--- src/rtl/multi_byte_add_seq_pkg.sv ---
// Shared types and helpers for the multi-byte add/subtract sequencer.
package add_seq_pkg;

  localparam int unsigned BYTE_W = 8;

  typedef enum logic [1:0] {IDLE, RUN, DONE} add_seq_state_t;

  function automatic int unsigned idx_width(input int unsigned nbytes);
    return (nbytes > 1) ? $clog2(nbytes) : 1;
  endfunction

endpackage

--- src/rtl/multi_byte_add_seq_if.sv ---
// Operand/result handshake bundle; master = producer/consumer, slave = sequencer.
interface multi_byte_add_seq_if #(parameter int unsigned NBYTES = 4);
  import add_seq_pkg::*;

  logic                       in_valid;
  logic                       in_ready;
  logic [BYTE_W*NBYTES-1:0]   op_a;
  logic [BYTE_W*NBYTES-1:0]   op_b;
  logic                       sub;
  logic                       carry_in;
  logic                       out_valid;
  logic                       out_ready;
  logic [BYTE_W*NBYTES-1:0]   sum;
  logic                       carry_out;
  logic                       overflow;

  modport master (
    output in_valid, op_a, op_b, sub, carry_in, out_ready,
    input  in_ready, out_valid, sum, carry_out, overflow
  );

  modport slave (
    input  in_valid, op_a, op_b, sub, carry_in, out_ready,
    output in_ready, out_valid, sum, carry_out, overflow
  );
endinterface

--- src/rtl/multi_byte_add_seq_lane.sv ---
// 8-bit ripple adder built from two chained 4-bit stages.
module byte_adder_lane (
  input  logic [7:0] a,
  input  logic [7:0] b,
  input  logic       ci,
  output logic [7:0] s,
  output logic       co
);
  logic [4:0] lo;
  logic [4:0] hi;

  assign lo = {1'b0, a[3:0]} + {1'b0, b[3:0]} + {4'b0, ci};
  assign hi = {1'b0, a[7:4]} + {1'b0, b[7:4]} + {4'b0, lo[4]};
  assign s  = {hi[3:0], lo[3:0]};
  assign co = hi[4];
endmodule

--- src/rtl/multi_byte_add_seq.sv ---
// Byte-serial NBYTES-wide add/subtract on one shared 8-bit adder, LSB first.
// Optional signed overflow flag: define MULTI_BYTE_ADD_SEQ_OVF_EN.
module multi_byte_add_seq
  import add_seq_pkg::*;
#(
  parameter int unsigned NBYTES = 4
) (
  input logic                 clk,
  input logic                 rst_n,
  multi_byte_add_seq_if.slave bus
);
  localparam int unsigned W  = BYTE_W * NBYTES;
  localparam int unsigned IW = idx_width(NBYTES);
  localparam logic [IW-1:0] LAST = IW'(NBYTES - 1);

  add_seq_state_t    state;
  logic [IW-1:0]     idx;
  logic [W-1:0]      a_q;
  logic [W-1:0]      b_q;
  logic [W-1:0]      sum_q;
  logic              carry_q;
  logic              carry_out_q;
  logic              in_ready_q;
  logic              out_valid_q;

  logic [BYTE_W-1:0] lane_a;
  logic [BYTE_W-1:0] lane_b;
  logic [BYTE_W-1:0] lane_s;
  logic              lane_co;

  assign lane_a = a_q[idx*BYTE_W +: BYTE_W];
  assign lane_b = b_q[idx*BYTE_W +: BYTE_W];

  byte_adder_lane u_lane (
    .a  (lane_a),
    .b  (lane_b),
    .ci (carry_q),
    .s  (lane_s),
    .co (lane_co)
  );

  // B is stored pre-inverted for subtract so RUN never looks at the op again.
  always_ff @(posedge clk or negedge rst_n) begin
    if (!rst_n) begin
      state       <= IDLE;
      idx         <= '0;
      a_q         <= '0;
      b_q         <= '0;
      sum_q       <= '0;
      carry_q     <= 1'b0;
      carry_out_q <= 1'b0;
      in_ready_q  <= 1'b0;
      out_valid_q <= 1'b0;
    end else begin
      case (state)
        IDLE: begin
          if (in_ready_q && bus.in_valid) begin
            a_q        <= bus.op_a;
            b_q        <= bus.sub ? ~bus.op_b : bus.op_b;
            carry_q    <= bus.sub | bus.carry_in;
            idx        <= '0;
            in_ready_q <= 1'b0;
            state      <= RUN;
          end else begin
            in_ready_q <= 1'b1;
          end
        end
        RUN: begin
          sum_q[idx*BYTE_W +: BYTE_W] <= lane_s;
          carry_q                     <= lane_co;
          if (idx == LAST) begin
            carry_out_q <= lane_co;
            out_valid_q <= 1'b1;
            state       <= DONE;
          end else begin
            idx <= idx + IW'(1);
          end
        end
        DONE: begin
          if (bus.out_ready) begin
            out_valid_q <= 1'b0;
            in_ready_q  <= 1'b1;
            state       <= IDLE;
          end
        end
        default: state <= IDLE;
      endcase
    end
  end

`ifdef MULTI_BYTE_ADD_SEQ_OVF_EN
  logic overflow_q;

  // Carry into the top bit recovered from its operand and sum bits.
  always_ff @(posedge clk or negedge rst_n) begin
    if (!rst_n) begin
      overflow_q <= 1'b0;
    end else if (state == RUN && idx == LAST) begin
      overflow_q <= (lane_a[BYTE_W-1] ^ lane_b[BYTE_W-1] ^ lane_s[BYTE_W-1]) ^ lane_co;
    end
  end

  assign bus.overflow = overflow_q;
`else
  assign bus.overflow = 1'b0;
`endif

  assign bus.in_ready  = in_ready_q;
  assign bus.out_valid = out_valid_q;
  assign bus.sum       = sum_q;
  assign bus.carry_out = carry_out_q;
endmodule

--- src/flat_wrapper.sv ---
// flat-port wrapper written by rule: the top's interface ports become plain ports
module multi_byte_add_seq_flat import add_seq_pkg::*;
#(
  parameter int unsigned NBYTES = 4
)
  (clk, rst_n, bus_in_valid, bus_op_a, bus_op_b, bus_sub, bus_carry_in, bus_out_ready, bus_in_ready, bus_out_valid, bus_sum, bus_carry_out, bus_overflow);
  multi_byte_add_seq_if #(.NBYTES(NBYTES)) bus_i ();
  input logic clk;
  input logic rst_n;
  input wire logic [$bits(bus_i.in_valid)-1:0] bus_in_valid;
  input wire logic [$bits(bus_i.op_a)-1:0] bus_op_a;
  input wire logic [$bits(bus_i.op_b)-1:0] bus_op_b;
  input wire logic [$bits(bus_i.sub)-1:0] bus_sub;
  input wire logic [$bits(bus_i.carry_in)-1:0] bus_carry_in;
  input wire logic [$bits(bus_i.out_ready)-1:0] bus_out_ready;
  output wire logic [$bits(bus_i.in_ready)-1:0] bus_in_ready;
  output wire logic [$bits(bus_i.out_valid)-1:0] bus_out_valid;
  output wire logic [$bits(bus_i.sum)-1:0] bus_sum;
  output wire logic [$bits(bus_i.carry_out)-1:0] bus_carry_out;
  output wire logic [$bits(bus_i.overflow)-1:0] bus_overflow;
  assign bus_i.in_valid = bus_in_valid;
  assign bus_i.op_a = bus_op_a;
  assign bus_i.op_b = bus_op_b;
  assign bus_i.sub = bus_sub;
  assign bus_i.carry_in = bus_carry_in;
  assign bus_i.out_ready = bus_out_ready;
  assign bus_in_ready = bus_i.in_ready;
  assign bus_out_valid = bus_i.out_valid;
  assign bus_sum = bus_i.sum;
  assign bus_carry_out = bus_i.carry_out;
  assign bus_overflow = bus_i.overflow;
  multi_byte_add_seq #(.NBYTES(NBYTES)) u_core (.clk(clk), .rst_n(rst_n), .bus(bus_i));
endmodule
--- config.mk ---
export PLATFORM = sky130hd
export DESIGN_NAME = multi_byte_add_seq_flat
export DESIGN_NICKNAME = d
export VERILOG_FILES = /design/src/rtl/multi_byte_add_seq_pkg.sv /design/src/rtl/multi_byte_add_seq_if.sv /design/src/rtl/multi_byte_add_seq_lane.sv /design/src/rtl/multi_byte_add_seq.sv /design/src/flat_wrapper.sv
export SDC_FILE = /design/constraint.sdc
export NUM_CORES = 1
export LEC_CHECK = 0
export ABC_AREA = 1
export CORE_MARGIN = 2
export CORE_UTILIZATION = 45
export DETAILED_ROUTE_END_ITERATION = 7
export HOLD_SLACK_MARGIN = 0.15
export PLACE_DENSITY_LB_ADDON = 0.12
export SLEW_MARGIN = 20
export SYNTH_ARGS = -nofsm -noshare
export SYNTH_HDL_FRONTEND = slang
export SYNTH_SLANG_ARGS = --single-unit
export TNS_END_PERCENT = 1
--- constraint.sdc ---
create_clock -name clk -period 4.4 [get_ports clk]
set_input_delay 0.66 -clock clk [delete_from_list [all_inputs] [get_ports clk]]
set_output_delay 0.66 -clock clk [all_outputs]
set_load 0.005 [all_outputs]
# Yosys cells after proc, flatten, opt, wreduce, memory -nomap -nowiden
# Cells that the tools add are included.
# word_totals
ff_bits,104
output_inout_bits,36
# classes
n_reduce_logical,12
mux,17
n_eq_ne,7
bitwise,2
add_sub_neg,6
n_shift,4
# op_table
cell,count
$shiftx 32x6->8,2
$neg 5->34,1
$shift 8x34->32 const A,1
$shiftx 8x34->32,1
$bwmux 32,1
$mux 32,1
$not 32->32,1
$add 4x4->5,2
$add 5x1->5,2
$mux 2,5
$reduce_and 3->1,3
$reduce_and 2->1,4
$pmux 1 s2,3
$pmux 2 s3,1
$reduce_bool 2->1,3
$mux 1,5
$eq 2x2->1 const B,2
$ne 2x1->1 const B,2
$ne 2x2->1 const B,2
$pmux 2 s2,1
$add 2x1->2 const B,1
$eq 2x1->1 const B,1
$logic_not 2->1,1
$logic_and 1x1->1,1
$or 1x1->1,1

# Depth between registers and ports, before layout
# depth
word_depth,6
depth_mapped,18
depth_no_buf,16

# Cells and area by module
# Synthesis repeated with hierarchy kept, for this count alone.
# hier_totals
hier_cells,665
hier_area_um2,5406.4
# modules_own_cells
module,area_per_inst_um2,seq_area_each_um2,cells_per_inst,n_inst
multi_byte_add_seq,5107.4,2602.5,624,1
byte_adder_lane,299.0,0.0,41,1

# Least setup slack after synthesis
# No wires, ideal clock.
# synth_path
path_type,register to register
start,reg u_core.idx[0]
end,reg u_core.sum_q[30] (netlist: u_core.bus.sum[30])
stages_incl_launch_ff,18
slack_ns,1.324
arrival_ns,2.993
path_buffers,2
setup_ns,0.083
required_time_ns,4.317
path_cell_list,dfrtp_1 -> buf_2 -> inv_2 -> buf_2 -> o21ai_0 -> o22ai_1 -> fa_1 -> inv_1 -> fa_1 -> nor2_1 -> a211oi_1 -> fa_1 -> inv_1 -> fa_1 -> xnor2_1 -> nor2_1 -> nand2_1 -> o21ai_0
# synth_between
elab_chain_cells,6
# synth_lines
item,line_no,text
"start, declared",multi_byte_add_seq.sv:17,logic [IW-1:0] idx;
"start signal, assigned",multi_byte_add_seq.sv:76,idx <= idx + IW'(1);
"$shiftx 32x6->8, on equally long branches","multi_byte_add_seq.sv:31, multi_byte_add_seq.sv:32",
$add 4x4->5,multi_byte_add_seq_lane.sv:12,"assign lo = {1'b0, a[3:0]} + {1'b0, b[3:0]} + {4'b0, ci};"
$add 5x1->5,multi_byte_add_seq_lane.sv:12,
$add 5x1->5,multi_byte_add_seq_lane.sv:13,"assign hi = {1'b0, a[7:4]} + {1'b0, b[7:4]} + {4'b0, lo[4]};"
$shiftx 8x34->32,multi_byte_add_seq.sv:69,sum_q[idx*BYTE_W +: BYTE_W] <= lane_s;
$bwmux 32 (*),multi_byte_add_seq.sv:69,
"end signal, assigned by index",multi_byte_add_seq.sv:69,
"end, declared",multi_byte_add_seq.sv:20,logic [W-1:0] sum_q;
# Every way passes the cells marked *; elsewhere a longest branch is shown, timed or not.
# A chain may end at the register's enable or synchronous reset.

# Worst setup path in the final report
# Same ends and word-level chain as after synthesis.

==> key figures <==
Die
  – Num ports: 106
  – Die X: 110 um
  – Placeable Area: 10900 um^2
  – Die height: 110 um
  – Die ar.: 12100 um^2
  – Initial cell density of the core: 46.4%
  – Cell row count: 38

Routing
  – Via count: 4203
  – DR vias/cell: 5.14
  – Max layer used: met4
  – Routed len/inst: 14.8 um
  – DRC Markers: 0
  – Met2 WL: 5700 um
  – Met3 wire len: 687 um
  – WL met1: 5510 um
  – Post-Route WL: 12100 um
  – Starting DRC count in detailed routing: 229
  – Detail Route Antenna Nets: 0
  – Drt first pass iters: 4

Timing
  – Tcrit/Tclk final: 86.4%
  – Hold slack: 0.406 ns
  – Final Hold Viols: 0
  – Fin crit period: 3.80 ns
  – Setup TNS: 0 ns
  – Final Slew Violations: 0
  – Worst-Margin Slew: 0.924 ns
  – Rel. slew slack: 38.4%
  – Setup Viol. Count Final: 0
  – Worst Skew: 0.00864 ns
  – RSZ-0062 raised after global routing: no
  – FMAX: 0.263 GHz

Finish
  – Layout area overhead: 25.9%
  – Fill cells: 1022
  – Final instance area: 6350 um^2
  – Commonest non-fill, non-tap cells in the layout: nand2_1, dfrtp_1, clkdlybuf4s50_1
  – ANT cells: 0
  – Layout cell share with drive strength beyond 1: 5.01%
  – # nets final: 759
  – Commonest non-fill, non-tap cell in the layout: nand2_1

Synth
  – Largest cells by area after synthesis: dfrtp_1, nand2_1, o21ai_0
  – Synth warn: 0
  – Adder-Cell Fraction of Synth Area: 4.56%
  – Combinational family with the most area after synthesis: simple AND/OR/NAND/NOR gates
  – Mux contribution to synthesized area: 0%
  – Post-Synth XOR/XNOR Area: 5.90%
  – Synth Area in Compound Gates: 12.7%
  – Area leader, netlist: dfrtp_1
  – Post-Synth Simple-Gate Area: 20.3%
  – Synth cell types: 34
  – Yosys top cell area share: 51.6%
  – Synthesized Nets: 671
  – Synthesized area per cell: 8.63 um^2
  – Post-Synthesis Cells: 585
  – Seq cells post-synth: 104
  – Seq/Total Area, Yosys: 51.6%
  – Synth Cell Area: 5050 um^2

Placement
  – Post-Place Cell Area: 6140 um^2
  – Post-DP HPWL: 8910 um
  – Port Buffers: 104
  – Final Wtd Congestion: 0.842

Hold path
  – Min-delay worst type: primary input to async pin

Setup path
  – Critical Path AT: 4.09 ns
  – Worst setup EP type: flop
  – CP max FO: 39
  – Critical path type: flop to flop
  – Critical Path RT: 4.69 ns
  – Startpoint types: flop

Pwr
  – Cell Pwr Density: 723 nW/um^2
  – VDD IR max: 340 uV
  – Leakage: 0.00295 uW

Clocking
  – Post-CTS sizing: 0
  – Hold Buf Count CTS: 0
  – Reg clk slew, reported paths: 0.10 ns
  – H-Tree Depth: 3
  – CTS Buf Count: 9
  – TritonCTS clock tree: yes
  – Skew-Pair Late Insertion Delay: 0.36 ns
  – Clk root buf: clkbuf_8
  – Maximum root-to-sink buffer count: 2
  – Post-CTS setup buffers: 0
  – Sink Count: 104

Global routing
  – Initial antenna violation count: 0
  – Tot GR Track Use: 21.6%
  – First-pass GRT wire length: 20100 um
  – Pin count of the biggest net entering global routing: 94
  – Vias in the first global route: 4162
  – GRT overflow: 0

Status
  – Outcome: finished, final reports clean

Run
  – Maximum Capacitance Violations: 0
[through the flow]
stage / worst slack, ns / cells / utilization, % / total power, uW
finish: 0.597 / 818 / 58.4 / 4590
global route: 0.239 / 818 / 58.4 / 5020
CTS: 0.596 / 818 / 58.4 / 4610
detailed placement: 0.633 / 802 / 56.4 / 3980
global placement: 0.826 / 802 / 56.4 / 3890
floorplan: 1.32 / 585 / - / 3080
[registers in the layout, indices dropped and copies added (netlist names)]
name and count:
u_core.a_q 32, u_core.b_q 32, u_core.bus.sum 32, u_core.idx 2, u_core.state 2, u_core.bus.carry_out 1, u_core.bus.in_ready 1, u_core.bus.out_valid 1
u_core.carry_q 1
[metal layers]
metal	global-route usage (%)	vias up
li1	-	2064
met1	29.3	1984
met2	35.1	138
met3	3.62	17
met4	7.14	0
met5	0	-
[synth_stat cells, drive strengths merged]
cell,n
buf,18
inv,28
a32o,2
nor3,2
nor2,39
a211oi,1
o22ai,12
dfrtp,104
nand3,12
o21ai,89
a21oi,8
o31ai,3
ha,12
xor2,1
xnor2,33
o21bai,1
nand4,5
nand2,194
nor3b,1
fa,4
a32oi,2
conb,1
clkbuf,13
[where the power goes]
group,leakage [uW],switching [uW],total (uW),internal [uW]
combinational,0.00150,1400,2310,919
sequential,0.00134,280,1650,1370
clock,0.000111,333,633,300
total,0.00295,2010,4590,2590
[worst paths after layout]
| kind | start | to | slack [ns] | cells past startpoint |
|---|---|---|---|---|
| setup / recovery | u_core.idx[0] | u_core.bus.sum[30] | 0.60 | 15 |
| hold / removal | rst_n | u_core.b_q[30] | 0.41 | 1 |
| setup reg to reg | u_core.idx[0] | u_core.bus.sum[30] | 0.60 | 15 |
| hold reg to reg | u_core.b_q[19] | u_core.b_q[19] | 0.49 | 2 |
| max in group asynchronous | rst_n | u_core.bus.sum[3] | 3.00 | 2 |
| min in group clk | u_core.b_q[19] | u_core.b_q[19] | 0.49 | 2 |
[worst max-delay path, cell delays in order, from the launching register on]
cell and delay, ns:
dfrtp_1 0.70, inv_2 0.40, o21ai_0 0.27, o22ai_1 0.12, fa_1 0.42, inv_1 0.09, fa_1 0.20, nor2_1 0.06
a211oi_1 0.23, fa_1 0.23, inv_1 0.06, fa_1 0.41, xnor2_1 0.16, nor2_1 0.13, nand2_1 0.08, o21ai_0 0.15
[final cells by class]
type	instances	area [um^2]	area share, %
clock inverter	5	61.3	0.965
clock buffer	11	151	2.38
multi-input combinational	422	2190	34.5
timing repair buffer	108	1060	16.7
sequential	104	2600	41.0
inverter	28	105	1.65
tap	140	175	2.76
[cells by family (layout without fill, tap and decap cells)]
| group | count (synthesis) | count (layout) |
|---|---|---|
| flip-flops | 104 | 104 |
| adder cells (fa/ha/maj) | 16 | 16 |
| other | 1 | 1 |
| buffers and inverters | 59 | 152 |
| AO/OA/AOI/OAI | 118 | 118 |
| XOR/XNOR | 34 | 34 |
| AND/OR/NAND/NOR | 253 | 253 |
No activity file was read; power rests on OpenSTA's default activity.
